**config.mk**
```make
export PLATFORM = sky130hd
export DESIGN_NAME = aes_inv_cipher_ctrl
export DESIGN_NICKNAME = d
export VERILOG_FILES = /design/src/rtl/aes_pkg.sv /design/src/rtl/aes_inv_round.sv /design/src/rtl/aes_inv_cipher_ctrl.sv
export SDC_FILE = /design/constraint.sdc
export NUM_CORES = 2
export LEC_CHECK = 0
export CAP_MARGIN = 30
export CORE_MARGIN = 4
export CORE_UTILIZATION = 25
export CTS_BUF_LIST = sky130_fd_sc_hd__clkbuf_16
export DETAILED_ROUTE_END_ITERATION = 8
export HOLD_SLACK_MARGIN = 0.1
export PLACE_DENSITY = 0.49
export SYNTH_ARGS = -nofsm -noshare
export SYNTH_HDL_FRONTEND = slang
export SYNTH_HIERARCHICAL = 1
export SYNTH_SLANG_ARGS = --single-unit
```
**constraint.sdc**
```tcl
create_clock -name clk -period 8 [get_ports clk]
set_input_delay 2.4 -clock clk [delete_from_list [all_inputs] [get_ports clk]]
set_output_delay 2.4 -clock clk [all_outputs]
set_load 0.02 [all_outputs]
```
**src/rtl/aes_pkg.sv**
```systemverilog
// aes_pkg: shared AES inverse-cipher types, byte layout, InvSBox and GF(2^8) helpers.
package aes_pkg;

   typedef enum logic [1:0] {IDLE, ROUND, DONE} state_e;

   localparam int AES128_NR = 10;
   localparam int AES192_NR = 12;
   localparam int AES256_NR = 14;

   localparam logic [0:255][7:0] INV_SBOX = {
      128'h52096ad53036a538bf40a39e81f3d7fb,
      128'h7ce339829b2fff87348e4344c4dee9cb,
      128'h547b9432a6c2233dee4c950b42fac34e,
      128'h082ea16628d924b2765ba2496d8bd125,
      128'h72f8f66486689816d4a45ccc5d65b692,
      128'h6c704850fdedb9da5e154657a78d9d84,
      128'h90d8ab008cbcd30af7e45805b8b34506,
      128'hd02c1e8fca3f0f02c1afbd0301138a6b,
      128'h3a9111414f67dcea97f2cfcef0b4e673,
      128'h96ac7422e7ad3585e2f937e81c75df6e,
      128'h47f11a711d29c5896fb7620eaa18be1b,
      128'hfc563e4bc6d279209adbc0fe78cd5af4,
      128'h1fdda8338807c731b11210592780ec5f,
      128'h60517fa919b54a0d2de57a9f93c99cef,
      128'ha0e03b4dae2af5b0c8ebbb3c83539961,
      128'h172b047eba77d626e169146355210c7d
   };

   function automatic int bidx(int col, int row);
      return 4 * col + row;
   endfunction

   function automatic logic [7:0] inv_sbox(logic [7:0] b);
      return INV_SBOX[b];
   endfunction

   function automatic logic [7:0] xtime(logic [7:0] b);
      return {b[6:0], 1'b0} ^ (b[7] ? 8'h1b : 8'h00);
   endfunction

   function automatic logic [7:0] mul_9(logic [7:0] b);
      return xtime(xtime(xtime(b))) ^ b;
   endfunction

   function automatic logic [7:0] mul_b(logic [7:0] b);
      return xtime(xtime(xtime(b))) ^ xtime(b) ^ b;
   endfunction

   function automatic logic [7:0] mul_d(logic [7:0] b);
      return xtime(xtime(xtime(b))) ^ xtime(xtime(b)) ^ b;
   endfunction

   function automatic logic [7:0] mul_e(logic [7:0] b);
      return xtime(xtime(xtime(b))) ^ xtime(xtime(b)) ^ xtime(b);
   endfunction

endpackage

```
**src/rtl/aes_inv_round.sv**
```systemverilog
// aes_inv_round: combinational inverse round; InvMixColumns bypassed on the last round.
module aes_inv_round
   import aes_pkg::*;
(
   input  logic [127:0] state_i,
   input  logic [127:0] round_key_i,
   input  logic         last_i,
   output logic [127:0] next_o
);
   logic [127:0] sr, sb, ak, mc;
   for (genvar c = 0; c < 4; c++) begin : g_col
      logic [31:0] col;
      for (genvar r = 0; r < 4; r++) begin : g_row
         assign sr[8*bidx(c, r) +: 8] = state_i[8*bidx((c - r + 4) % 4, r) +: 8];
         assign sb[8*bidx(c, r) +: 8] = inv_sbox(sr[8*bidx(c, r) +: 8]);
      end
      assign col = ak[32*c +: 32];
      assign mc[32*c +: 32] = {
         mul_b(col[7:0]) ^ mul_d(col[15:8]) ^ mul_9(col[23:16]) ^ mul_e(col[31:24]),
         mul_d(col[7:0]) ^ mul_9(col[15:8]) ^ mul_e(col[23:16]) ^ mul_b(col[31:24]),
         mul_9(col[7:0]) ^ mul_e(col[15:8]) ^ mul_b(col[23:16]) ^ mul_d(col[31:24]),
         mul_e(col[7:0]) ^ mul_b(col[15:8]) ^ mul_d(col[23:16]) ^ mul_9(col[31:24])
      };
   end
   assign ak = sb ^ round_key_i;
   assign next_o = last_i ? ak : mc;
endmodule

```
**src/rtl/aes_inv_cipher_ctrl.sv**
```systemverilog
// aes_inv_cipher_ctrl: iterative AES inverse cipher, one round per clock through a shared datapath.
module aes_inv_cipher_ctrl
   import aes_pkg::*;
#(
   parameter int NR = AES128_NR
) (
   input  logic         clk,
   input  logic         rst,
   input  logic         in_valid,
   output logic         in_ready,
   input  logic [127:0] in_data,
   output logic [3:0]   key_idx,
   input  logic [127:0] round_key,
   output logic         out_valid,
   input  logic         out_ready,
   output logic [127:0] out_data,
   output logic         busy
);
   state_e       state_q;
   logic [3:0]   r_q;
   logic [127:0] data_q, round_out;

   aes_inv_round u_round (
      .state_i    (data_q),
      .round_key_i(round_key),
      .last_i     (r_q == 4'd0),
      .next_o     (round_out)
   );

   always_ff @(posedge clk) begin
      if (rst) begin
         state_q <= IDLE;
         r_q     <= '0;
         data_q  <= '0;
      end else begin
         case (state_q)
            IDLE: if (in_valid) begin
               data_q  <= in_data ^ round_key;
               r_q     <= 4'(NR - 1);
               state_q <= ROUND;
            end
            ROUND: begin
               data_q  <= round_out;
               r_q     <= (r_q == 4'd0) ? r_q : r_q - 4'd1;
               state_q <= (r_q == 4'd0) ? DONE : ROUND;
            end
            DONE: if (out_ready) state_q <= IDLE;
            default: state_q <= IDLE;
         endcase
      end
   end

   assign in_ready  = state_q == IDLE;
   assign out_valid = state_q == DONE;
   assign busy      = state_q != IDLE;
   assign key_idx   = (state_q == IDLE) ? 4'(NR) : (state_q == ROUND) ? r_q : 4'd0;
   assign out_data  = data_q;
endmodule

```
==> run metrics <==
status finished, final reports clean; # fillers 33232; CP Capture Type flop; Final min period 6.587 ns; DPL Wire Length 303800 um; clk buf depth 2; HP Start r_q[1]; CTS tree done; Achievable Freq 0.1518 GHz; DRT Pass-1 Iters 9; gr usage total 0.2556; initial antenna violation count 24; Starting Density 0.2509; layout cells sized above 1 0.09175; CORE AREA 0.2998 mm2; yosys warns 6; footprint of the multi-input gates 0.06573 mm2; data required time of the critical path 8.40 ns; final period utilization 0.8233; H-tree level count 4; I/O Buffers 394; clock latency on the worst-skew pair 0.56 ns; register area share after synthesis 0.03566; Overflow after GRT 0; crit-path leading delay family XOR/XNOR gates; RSZ-0062 raised after global routing no; CTS Sinks 134; Worst Hold Class flop to flop; Setup violations, final 0; Layout area overhead 7.886%; number of synthesized flops with an enable pin 0; Final Max Slew Viols 0; DR vias 90853; final worst slack 1.413 ns; reg2reg end out_data[45]; endpoint with the worst hold slack r_q[1]; WP data arrival 6.98 ns; reg2reg setup slack 1.41 ns; primary flip-flop cell chosen by synthesis mapping dfxtp_1; first-pass GRT wire length 608100 um; register area 0.002836 mm2; synthesized flop and latch total 134; Hold Fails Final Rpt 0; Worst R2R Path Depth 16; GP Congestion 1.042; # hold bufs at CTS 0; Hold Crit Depth 2; Synth area leader xnor2_1; Clock Tree Root clkbuf_16; Max Cap Violations 0; Buf/Inv on CP 1; slowest stage delay, CP 0.87 ns; CP Cell Sequence inv_1, ha_1, or2_2, o21ai_0, a211oi_1, a2111oi_0, a32oi_1, xnor2_2, xnor2_2, xor2_1, xnor3_2, xnor2_2, xnor2_1, mux2_2, o22ai_1, a211oi_1; CP Launch Type flop; buffer count from post-CTS setup fixing 0; Site Rows 201; Die Ht 556.5 um; worst slew pin tran 1.166 ns; top post-synthesis cells by area xnor2_1, ha_1, a21oi_1; Netlist cell types 133; pin count of the biggest net entering global routing 136; fin nets 10651; Final Skew 0.02820 ns; async set or reset register ratio after synthesis 0; Vias/cell 6.454; dpl ws 1.495 ns; worst r2r src out_data[113]; Avg Cell Area, Syn 7.093 um2; 1st-iter DRT viols 16728; Syn Nets 11165; Fin Setup TNS 0 ns; share of the synthesized area in the top cell type 0.06625; count leader, synth nor2_1; worst relative slew slack 0.2174; die area 0.3097 mm2; clock slew at reported path FFs 0.08 ns; Max FO, Critical Path 14; Die W 556.5 um; most instantiated cells after synthesis nor2_1, nand2_1, a21oi_1; path type of the worst setup path flop to flop; Routed Wire Length 423000 um; post-synth design cell area 0.07522 mm2; vias in the first global route 82731; CP dominant cell by count xnor2_2; average wire per standard cell 30.05 um; Post-Synthesis Cells 10605; clock buffer count from CTS 17; DRC viols 0; # resized after CTS 0; Final ANT Viol Nets 0; Worst path slowest cell dfxtp_1; num ports 395
==> per-layer routing <==
| metal | vias up | share of wire | GRT usage |
|---|---|---|---|
| met5 | - | 0.00021 | 0 |
| met2 | 7152 | 0.42 | 0.3770 |
| met3 | 1305 | 0.12 | 0.06363 |
| met1 | 43403 | 0.40 | 0.3404 |
| met4 | 12 | 0.066 | 0.1355 |
| li1 | 38981 | - | - |
==> flip-flops by register name, summed over array words and instances (netlist names) <==
| signal | cells |
|---|---|
| r_q | 4 |
| out_data | 128 |
| state_q | 2 |
==> how the worst max path moves through the flow <==
stage               slack [ns]           end           from  cells past startpoint
CTS                       1.52  out_data[45]  out_data[113]                     16
global placement          1.45  out_data[17]  round_key[13]                     10
detailed placement        1.49  out_data[17]  round_key[13]                     10
floorplan                 2.58  out_data[36]    out_data[9]                     21
finish                    1.41  out_data[45]  out_data[113]                     16
global route              1.31  out_data[45]  out_data[113]                     16
==> worst min-delay path, cell delays in order (launching register included) <==
cell and delay (ns):
dfxtp_1 0.33, o21ai_0 0.07, a21oi_1 0.06
==> per-stage QoR <==
| step | hold slack (ns) | util | std cells | area (um2) |
|---|---|---|---|---|
| final | 0.5031 | 0.2707 | 14078 | 81160 |
| after global routing | 0.5435 | 0.2707 | 14072 | 81140 |
| after CTS | 0.4997 | 0.2705 | 14058 | 81080 |
| after detailed placement | 0.4863 | 0.2684 | 14026 | 80470 |
| after global placement | 0.4847 | 0.2681 | 14020 | 80380 |
| after floorplan | 0.4586 | - | 10605 | 75220 |
==> kinds of logic (layout without fill, tap and decap cells) <==
family,Yosys count,count (layout),share of synthesized area
AO/OA/AOI/OAI,3775,3775,0.3561
XOR/XNOR,1073,1073,0.1508
adder cells (fa/ha/maj),300,300,0.04990
buffers and inverters,1412,911,0.09083
flip-flops,134,134,0.03566
multiplexers,416,416,0.07831
other,0,16,0
AND/OR/NAND/NOR,3495,3495,0.2384
==> placed cells by master, fill, tap and decap left out, types with 67 or more instances in the layout <==
cell and n:
a211oi_1 335, nand2b_1 418, o311ai_0 118, o221ai_1 73, buf_4 279, nand3_1 284
clkdlybuf4s50_1 393, a221oi_1 107, xor2_1 332, or2_2 99, a21oi_1 715, mux2i_1 208
o31ai_1 102, a311oi_1 159, inv_1 166, a311o_1 67, mux2_2 77, o211ai_1 196
o22ai_1 200, xnor2_1 569, nor2b_1 324, ha_1 300, o2111ai_1 77, dfxtp_1 73
mux4_2 129, and3_1 97, nor3_1 274, o21ai_0 571, nand2_1 721, a21o_1 72
and2_1 93, nor2_1 763, a31oi_1 187
==> layout make-up <==
| cell class | instances | share of cell area |
|---|---|---|
| antenna | 16 | 0.0004934 |
| clock buffer | 17 | 0.005242 |
| clock inverter | 15 | 0.002174 |
| inverter | 194 | 0.009096 |
| multi-input combinational | 9059 | 0.8100 |
| sequential | 134 | 0.03495 |
| tap | 3958 | 0.06102 |
| timing repair buffer | 685 | 0.07707 |
Power is left out: the tool's default activity adds up to more than one toggle a clock period on the data nets, which glitch-free logic cannot reach.
